**config.mk**
```make
export PLATFORM = sky130hd
export DESIGN_NAME = block_reader
export DESIGN_NICKNAME = d
export VERILOG_FILES = /design/src/rtl/block_reader.sv
export SDC_FILE = /design/constraint.sdc
export NUM_CORES = 1
export LEC_CHECK = 0
export ABC_AREA = 0
export CAP_MARGIN = 20
export CORE_MARGIN = 3
export CORE_UTILIZATION = 45
export DETAILED_ROUTE_END_ITERATION = 12
export PLACE_DENSITY_LB_ADDON = 0.08
export SLEW_MARGIN = 20
export SYNTH_ARGS = -nofsm -noshare
export SYNTH_HDL_FRONTEND = slang
export SYNTH_SLANG_ARGS = --single-unit
```
**constraint.sdc**
```tcl
create_clock -name clk_i -period 8.7 [get_ports clk_i]
set_input_delay 1.74 -clock clk_i [delete_from_list [all_inputs] [get_ports clk_i]]
set_output_delay 1.74 -clock clk_i [all_outputs]
set_load 0.01 [all_outputs]
```
**src/rtl/block_reader.sv**
```systemverilog
// Raster frame -> 8x8 block sequencer: reads the frame memory in block order and streams 12-bit samples to the row DCT.
// Memory read data to S_out_o is 1 cycle; each 8-sample row burst starts only after rdy_in_i is seen high in WAIT.
module block_reader #(
  parameter int WIDTH  = 640,
  parameter int HEIGHT = 480,
  parameter int ADDR_W = 19
) (
  input  logic              clk_i,
  input  logic              rst_i,
  input  logic              start_i,
  output logic              busy_o,
  output logic              done_o,
  output logic [ADDR_W-1:0] mem_addr_o,
  output logic              mem_rden_o,
  input  logic [11:0]       mem_data_i,
  input  logic              rdy_in_i,
  output logic              ena_out_o,
  output logic [11:0]       S_out_o
);

  localparam int BX_N = WIDTH / 8;
  localparam int BY_N = HEIGHT / 8;
  localparam int BXW  = (BX_N > 1) ? $clog2(BX_N) : 1;
  localparam int BYW  = (BY_N > 1) ? $clog2(BY_N) : 1;

  localparam logic [BXW-1:0] BX_LAST = BXW'(BX_N - 1);
  localparam logic [BYW-1:0] BY_LAST = BYW'(BY_N - 1);

  // Row-base increments; BLK_STEP is negative and relies on modular wrap.
  localparam logic [ADDR_W-1:0] ROW_STEP  = ADDR_W'(WIDTH);
  localparam logic [ADDR_W-1:0] BLK_STEP  = ADDR_W'(8 - 7 * WIDTH);
  localparam logic [ADDR_W-1:0] BROW_STEP = ADDR_W'(8);

  localparam logic [1:0] S_IDLE   = 2'd0;
  localparam logic [1:0] S_WAIT   = 2'd1;
  localparam logic [1:0] S_BURST  = 2'd2;
  localparam logic [1:0] S_FINISH = 2'd3;

  logic [1:0]        state_q, state_d;
  logic [2:0]        c_q, c_d;
  logic [2:0]        r_q, r_d;
  logic [BXW-1:0]    bx_q, bx_d;
  logic [BYW-1:0]    by_q, by_d;
  logic [ADDR_W-1:0] base_q, base_d;
  logic              busy_q, busy_d;
  logic              done_q, done_d;
  logic              ena_q, ena_d;

  always_comb begin
    state_d = state_q;
    c_d     = c_q;
    r_d     = r_q;
    bx_d    = bx_q;
    by_d    = by_q;
    base_d  = base_q;
    busy_d  = busy_q;
    done_d  = 1'b0;
    ena_d   = (state_q == S_BURST);

    case (state_q)
      S_IDLE: begin
        if (start_i) begin
          state_d = S_WAIT;
          c_d     = 3'd0;
          r_d     = 3'd0;
          bx_d    = '0;
          by_d    = '0;
          base_d  = '0;
          busy_d  = 1'b1;
        end
      end

      S_WAIT: begin
        if (rdy_in_i) begin
          state_d = S_BURST;
          c_d     = 3'd0;
        end
      end

      S_BURST: begin
        c_d = c_q + 3'd1;
        // rdy_in_i is deliberately ignored here: a started row always completes.
        if (c_q == 3'd7) begin
          c_d     = 3'd0;
          state_d = S_WAIT;
          if (r_q != 3'd7) begin
            r_d    = r_q + 3'd1;
            base_d = base_q + ROW_STEP;
          end else if (bx_q != BX_LAST) begin
            r_d    = 3'd0;
            bx_d   = bx_q + 1'b1;
            base_d = base_q + BLK_STEP;
          end else if (by_q != BY_LAST) begin
            // Last row of the rightmost block sits just before the next block row.
            r_d    = 3'd0;
            bx_d   = '0;
            by_d   = by_q + 1'b1;
            base_d = base_q + BROW_STEP;
          end else begin
            state_d = S_FINISH;
          end
        end
      end

      S_FINISH: begin
        state_d = S_IDLE;
        busy_d  = 1'b0;
        done_d  = 1'b1;
      end

      default: begin
        state_d = S_IDLE;
        busy_d  = 1'b0;
      end
    endcase
  end

  always_ff @(posedge clk_i) begin
    if (rst_i) begin
      state_q <= S_IDLE;
      c_q     <= 3'd0;
      r_q     <= 3'd0;
      bx_q    <= '0;
      by_q    <= '0;
      base_q  <= '0;
      busy_q  <= 1'b0;
      done_q  <= 1'b0;
      ena_q   <= 1'b0;
    end else begin
      state_q <= state_d;
      c_q     <= c_d;
      r_q     <= r_d;
      bx_q    <= bx_d;
      by_q    <= by_d;
      base_q  <= base_d;
      busy_q  <= busy_d;
      done_q  <= done_d;
      ena_q   <= ena_d;
    end
  end

  assign mem_rden_o = (state_q == S_BURST);
  assign mem_addr_o = mem_rden_o ? (base_q + ADDR_W'(c_q)) : '0;
  assign ena_out_o  = ena_q;
  assign busy_o     = busy_q;
  assign done_o     = done_q;
  assign S_out_o    = mem_data_i;

endmodule

```
# Word-level counts from Yosys, hierarchy flattened
# Cells that the tools add are included.
# totals
ram_bits	0
rom_bits	0
latch_bits	0
reg_bits	43
output_inout_bits	35
n_memories	0
in_bits	16
# op_classes
div_mod_pow	0
shifts	0
eq_ne	15
n_mux	38
reduce_logical	10
n_addsub	8
order_cmp	0
bitwise	0
mul	0
# op_table
cell	count
2-to-1 mux 19 bit	6
one-hot mux 19 bit (2 select lines)	1
2-to-1 mux 7 bit	5
2-to-1 mux 6 bit	5
2-to-1 mux 3 bit	7
adder 19 x 10 -> 19 bit, second input constant	1
adder 19 bit, second input constant	1
adder 19 x 3 -> 19 bit	1
adder 19 x 4 -> 19 bit, second input constant	1
one-hot mux 7 bit (2 select lines)	1
2-to-1 mux 2 bit	6
one-hot mux 6 bit (2 select lines)	1
one-hot mux 3 bit (3 select lines)	1
!= test 2 bit, second input constant	4
one-hot mux 2 bit (4 select lines)	1
adder 7 x 1 -> 7 bit, second input constant	1
!= test 7 bit, second input constant	1
adder 3 x 1 -> 3 bit, second input constant	2
adder 6 x 1 -> 6 bit, second input constant	1
!= test 6 bit, second input constant	1
one-hot mux 3 bit (2 select lines)	1
AND reduction 3 bit	2
AND reduction 6 bit	1
AND reduction 5 bit	1
14 further kinds	18

# Depth between registers and ports, before layout
# Gate-level depths: netlist (run 1).
# logic_depth
ltp_word	6
ltp_mapped	11
ltp_nobuf	11

# Least setup slack after synthesis (run 1)
# No wires, ideal clock.
# synth_path
kind	in2out
start	input mem_data_i[0]
end	output S_out_o[0]
setup_slack_ns	5.101
path_stages	1
t_required_ns	6.960
arrival_time_ns	1.859
path_buffers	1
cell_sequence	buf_4
# synth_lines
item	line_no	rtl
from (decl)	15	input logic [11:0] mem_data_i,
to (decl)	18	output logic [11:0] S_out_o
# No word-level cell between the ends.

# Worst setup path in the final report (run 1)
# layout_path
start	register state_q[0]
end	output mem_addr_o[7]
# layout_between
elab_chain_len	2
# layout_rtl
item	line_no	rtl
from (decl)	39	logic [1:0] state_q, state_d;
from (signal assigned)	130	state_q <= state_d;
equality test 2 bit	142	assign mem_rden_o = (state_q == S_BURST);
2-to-1 mux 19 bit	143	assign mem_addr_o = mem_rden_o ? (base_q + ADDR_W'(c_q)) : '0;
to (decl)	13	output logic [ADDR_W-1:0] mem_addr_o,
# Every way passes these cells.

==> metrics.cfg, run 1 <==
[layout]
stdcell_count=438
fillers=585
diodes=0
final_cell_mix=dfxtp_1 (40), nor2_1 (38), nand2_1 (26), a21oi_1 (26), clkdlybuf4s50_1 (26)
area_growth_pct=11.41
finalNetCount=395
drive_above_1_share_pct=9.366
final_area_sq_um=3139
layout_commonest_cell=dfxtp_1

[sta]
slew-limit-headroom_pct=36.57
fin_tns_setup_ps=0
final_max_slew_viol_count=0
setup-violations-final=0
fin_hold_ws_ps=459.3
finClkSkew_ps=4.535
worst_slew_pin_slew_ps=949.5
max_freq_mhz=259.8
hold_violations=0
rsz0062_at_grt=false
fin_crit_sh_pct=44.24
finalCriticalPeriod_ps=3849

[drt]
avgRoutedWirePerCell_um=15.13
first_iter_violations=116
dr.pass1.iters=4
ant_nets=0
drc_errors=0
vias=2512
routed_wl_um=6625
viasPerCell=5.735

[global_route]
grt_max_degree=28
grt.overflow.total=0
antenna_found_initial=0
met2_usage_pct=29.94
grt_pass1_wl_um=11450
grt_usage_pct=19.17
grtUsageMet3_pct=3.689
met1_usage_pct=26.62
gr-max-usage-layer=met2
grt_pass1_vias=2366

[critical_path]
r2r_slack_ps=5450
worst_path_max_delay_cell=dfxtp_1
critPathKind=reg2out
worstSetupStartpointType=flip-flop
cp.arrival_ps=2110
crit_path_end_kind=output port
path_buf_inv=2
path_max_fanout=27
critPathRequiredTime_ps=6960
cpPeakStageDelay_ps=560
path_delay_family=buffers and inverters
crit_chain=nand2b_4 -> inv_2 -> and2_1 -> clkdlybuf4s50_1

[placed_design]
io_buffers=26
gp_routability_congestion=0.8230
dp_hpwl_um=4802
place_inst=430
dpl_cell_area_sq_um=3032

[synthesis]
ys_seq_elements=40
ys_types=62
synth_edf_count=0
yosys.area.top_type=dfxtp_1
yosysWarnings=0
avgSynthCellArea_sq_um=8.005
yosysTopAreaCellShare_pct=28.42
ys.flop_type=dfxtp_1
ys_seq_area_share_pct=28.42
synth_area_sq_um=2818
synth_area_leaders=dfxtp_1 (28%), ha_1 (7.5%), nor2_1 (5.1%), a21oi_1 (4.6%), xor2_1 (4.4%)
postSynthCellCount=352
ys_async_sr_fraction_pct=0
synth_nets=385

[clock_tree]
cts_buffer_depth=2
ctsHoldBuffers=0
clock_sinks=40
cts_buffers=5
clk_latency_ps=290
htreeDepth=2
cts_resized=0
cts.clk_slew.worst_paths_ps=80
cts_root_buffer=clkbuf_8
post_cts_buffers=0
cts_tree=done

[floorplanning]
core_area_sq_um=5991
die_x_um=85.13
pin_count=51
die_area_sq_um=7247
row_count=28
initial_utilization_pct=47.03
die_y_um=85.13

[pwr]
powerDensity_nw_per_um2=118.9
intPower_mw=0.2827
p_switching_mw=0.09049
ir_drop_uv=92.27
p_sw_share_pct=24.25
seqPwrFrac_pct=50.8
power_frac_clock_pct=40.5
p_leak_nw=1.152
finalPower_mw=0.3732
combPwrFrac_pct=8.7

[status]
status=finished, final reports clean

[job]
drv_cap=0

[worst_hold_path]
holdCritPathClass=reg2reg

==> synth_stat cells (all sizes together), types with 3 or more instances <==
cell type,n
nor2,39
ha,17
nand3,17
nor3,12
o211ai,4
buf,18
and3,4
nand2,28
a21oi,30
nand2b,4
xnor2,8
a22oi,3
inv,8
clkbuf,5
nor4,4
xor2,14
dfxtp,40
a31oi,6
and2,19
o21ai,21
a211oi,4
o21a,3
nor3b,5
nand4,12
==> worst reg2reg max path, delay by kind of cell, from the launching register on <==
family,cells,cell delay (ps)
AO/OA/AOI/OAI,4,880
AND/OR/NAND/NOR,3,720
adder cells (fa/ha/maj),2,670
flip-flops,1,400
buffers and inverters,1,240
XOR/XNOR,1,230
==> layout make-up <==
| type | instances | area [sq um] | share of cell area, % |
|---|---|---|---|
| clock inverter | 2 | 35.03 | 1.116 |
| timing repair buffer | 26 | 260.3 | 8.290 |
| multi-input combinational | 281 | 1847 | 58.83 |
| tap | 75 | 93.84 | 2.989 |
| sequential | 40 | 800.8 | 25.51 |
| inverter | 8 | 30.03 | 0.9566 |
| clock buffer | 6 | 72.57 | 2.312 |
==> per-stage QoR <==
| step | setup WS, ps | util (%) |
|---|---|---|
| 2_1_floorplan | 5101 | - |
| 3_3_place_gp | 4866 | 50.61 |
| 3_5_place_dp | 4883 | 50.61 |
| 4_1_cts | 4835 | 52.40 |
| 5_1_grt | 4682 | 52.40 |
| 6_report | 4851 | 52.40 |
==> metal layers <==
layer / routed length, um / vias to the layer above
met5: 0 / -
met4: 93 / 0
met3: 314 / 9
met2: 2981 / 63
met1: 3236 / 1159
li1: - / 1281
==> registers in the layout, indices dropped and copies added (netlist names) <==
signal,cells
ena_out_o,1
state_q,2
by_q,6
bx_q,7
done_o,1
busy_o,1
c_q,3
r_q,3
base_q,16
==> power by group through the flow <==
stage	clock (mW)	sequential [mW]	combinational [mW]
floorplan	0	0.193	0.0296
global placement	0	0.194	0.0328
detailed placement	0	0.194	0.0327
CTS	0.155	0.190	0.0328
global route	0.162	0.190	0.0365
finish	0.151	0.190	0.0324
==> path summary, 6_finish.rpt <==
kind / cells past startpoint / startpoint / end
worst min register to register: 2 / r_q[1] / r_q[1]
worst max-delay path: 4 / state_q[0] / mem_addr_o[7]
worst min-delay path: 2 / r_q[1] / r_q[1]
worst max register to register: 11 / bx_q[0] / base_q[16]
==> cell families (layout without fill, tap and decap cells) <==
logic type	Yosys count	after routing	synth area share, %
adder cells (fa/ha/maj)	17	17	7.549
multiplexers	2	2	0.8880
AO/OA/AOI/OAI	85	85	20.03
AND/OR/NAND/NOR	155	155	30.24
XOR/XNOR	22	22	6.839
flip-flops	40	40	28.42
buffers and inverters	31	42	6.039
(Power assumes the default switching activity.)
==> run 2: changes to the inputs <==
==> constraint.sdc (replaced) <==
create_clock -name clk_i -period 3.6 [get_ports clk_i]
set_input_delay 0.72 -clock clk_i [delete_from_list [all_inputs] [get_ports clk_i]]
set_output_delay 0.72 -clock clk_i [all_outputs]
set_load 0.01 [all_outputs]
==> run 2 against run 1 <==
  * Count of clock-buffer cells in the layout increased by 1
  * Final area rose by 1.1%
  * Clock power increased to 2.7 times the previous value
==> metrics.cfg, run 2 (synthesis results as in run 1) <==
[status]
status=finished, final reports clean

[floorplanning]
core_area_sq_um=5991  ; unchanged
die_y_um=85.13  ; unchanged
die_area_sq_um=7247  ; unchanged
initial_utilization_pct=47.03  ; unchanged
pin_count=51  ; unchanged
die_x_um=85.13  ; unchanged
row_count=28  ; unchanged

[clock_tree]
ctsHoldBuffers=0  ; unchanged
cts_buffers=5  ; unchanged
htreeDepth=2  ; unchanged
post_cts_buffers=0  ; unchanged
cts.clk_slew.worst_paths_ps=90  ; about the same
cts_tree=done
cts_buffer_depth=2  ; unchanged
cts_resized=0  ; unchanged
clk_latency_ps=300  ; about the same
cts_root_buffer=clkbuf_8
clock_sinks=40  ; unchanged

[global_route]
grt_pass1_vias=2438  ; +3.0%
grt_usage_pct=19.92  ; +0.75 points
grt.overflow.total=0  ; unchanged
grt_max_degree=28  ; unchanged
grt_pass1_wl_um=11790  ; +3.0%
antenna_found_initial=0  ; unchanged

[drt]
avgRoutedWirePerCell_um=15.64  ; +3.4%
ant_nets=0  ; unchanged
first_iter_violations=143  ; +23%
vias=2541  ; +1.2%
dr.pass1.iters=5  ; +1
routed_wl_um=6881  ; +3.9%
drc_errors=0  ; unchanged
viasPerCell=5.775  ; +0.69%

[pwr]
ir_drop_uv=248.0  ; +170%
p_leak_nw=1.172  ; +1.7%
powerDensity_nw_per_um2=298.3  ; +150%

[worst_hold_path]
holdCritPathClass=reg2reg

[sta]
hold_violations=0  ; unchanged
fin_crit_sh_pct=87.11
fin_tns_setup_ps=0  ; unchanged
max_freq_mhz=318.9
finClkSkew_ps=14.28  ; +9.743 ps
rsz0062_at_grt=false
slew-limit-headroom_pct=36.17  ; -0.40 points
worst_slew_pin_slew_ps=955.5  ; +6.037 ps
final_max_slew_viol_count=0  ; unchanged
finalCriticalPeriod_ps=3136
setup-violations-final=0  ; unchanged

[critical_path]
critPathKind=reg2reg
path_max_fanout=13  ; -52%
crit_path_end_kind=flip-flop
cp.arrival_ps=3320  ; +1210 ps
worstSetupStartpointType=flip-flop
critPathRequiredTime_ps=3780  ; -3180 ps

[layout]
reg.largest.list=base_q: 16 flops, bx_q: 7 flops, by_q: 6 flops
drive_above_1_share_pct=10.14  ; +0.77 points
top_register=base_q
finalNetCount=397  ; +0.51%
stdcell_count=440  ; +0.46%
area_growth_pct=12.61
diodes=0  ; unchanged
final_cell_mix=dfxtp_1 (40), nor2_1 (38), nand2_1 (26), a21oi_1 (26), clkdlybuf4s50_1 (26)
layout_commonest_cell=dfxtp_1
largest_register_ffs=16  ; unchanged

[placed_design]
gp_routability_congestion=0.8809  ; +7.0%
io_buffers=26  ; unchanged
place_inst=432  ; +0.47%
dp_hpwl_um=4990  ; +3.9%

[job]
drv_cap=0  ; unchanged

[run 2: cell types whose count changed in the layout (fill, tap and decap cells not counted)]
cell      previous run  this run
clkinv_2             1         0
buf_4                0         2
clkbuf_8             5         7
clkbuf_1             1         0
[run 2: layout make-up]
| class | count | area, sq um |
|---|---|---|
| clock buffer | 7 | 96.34 |
| tap | 75 | 93.84 |
| clock inverter | 1 | 30.03 |
| inverter | 8 | 30.03 |
| multi-input combinational | 281 | 1847 |
| timing repair buffer | 28 | 275.3 |
| sequential | 40 | 800.8 |
| fill | 572 | 2818 |
[run 2: report_power, final]
part | internal [mW] | switching (mW)
combinational | 0.0293 | 0.0503
sequential | 0.449 | 0.00980
clock | 0.245 | 0.163
[run 2: critical path, stage by stage, from the launching register on]
cell and delay [ps]:
dfxtp_1 410, ha_1 250, nand4bb_1 150, nor2_1 350, inv_2 220, ha_1 420
a21oi_2 230, o21ai_0 160, a211oi_2 340, mux2i_1 240, o22ai_1 90, a2bb2oi_1 150
[run 2: per-stage QoR]
step	hold WS, ps	total power, mW	area [sq um]	util, %	setup slack [ps]
after floorplan	435.6	0.5370	2818	-	862.9
after global placement	444.6	0.5494	3047	50.86	650.8
after detailed placement	453.1	0.5494	3047	50.86	540.9
after CTS	464.6	0.9553	3173	52.97	515.4
after global routing	509.3	0.9805	3173	52.97	194.8
final	463.5	0.9464	3173	52.97	464.1
[run 2: layer usage]
metal | GRT usage (%) | share of wire [%]
met1 | 27.31 | 49
met2 | 30.58 | 44
met3 | 3.981 | 5.3
met4 | 8.058 | 1.7
met5 | 0 | 0
[run 2: final timing paths]
| kind | slack, ps | to | depth (start not counted) | startpoint |
|---|---|---|---|---|
| max | 460 | base_q[18] | 11 | bx_q[0] |
| min | 460 | r_q[1] | 2 | r_q[1] |
| max reg2reg | 460 | base_q[18] | 11 | bx_q[0] |
| min reg2reg | 460 | r_q[1] | 2 | r_q[1] |
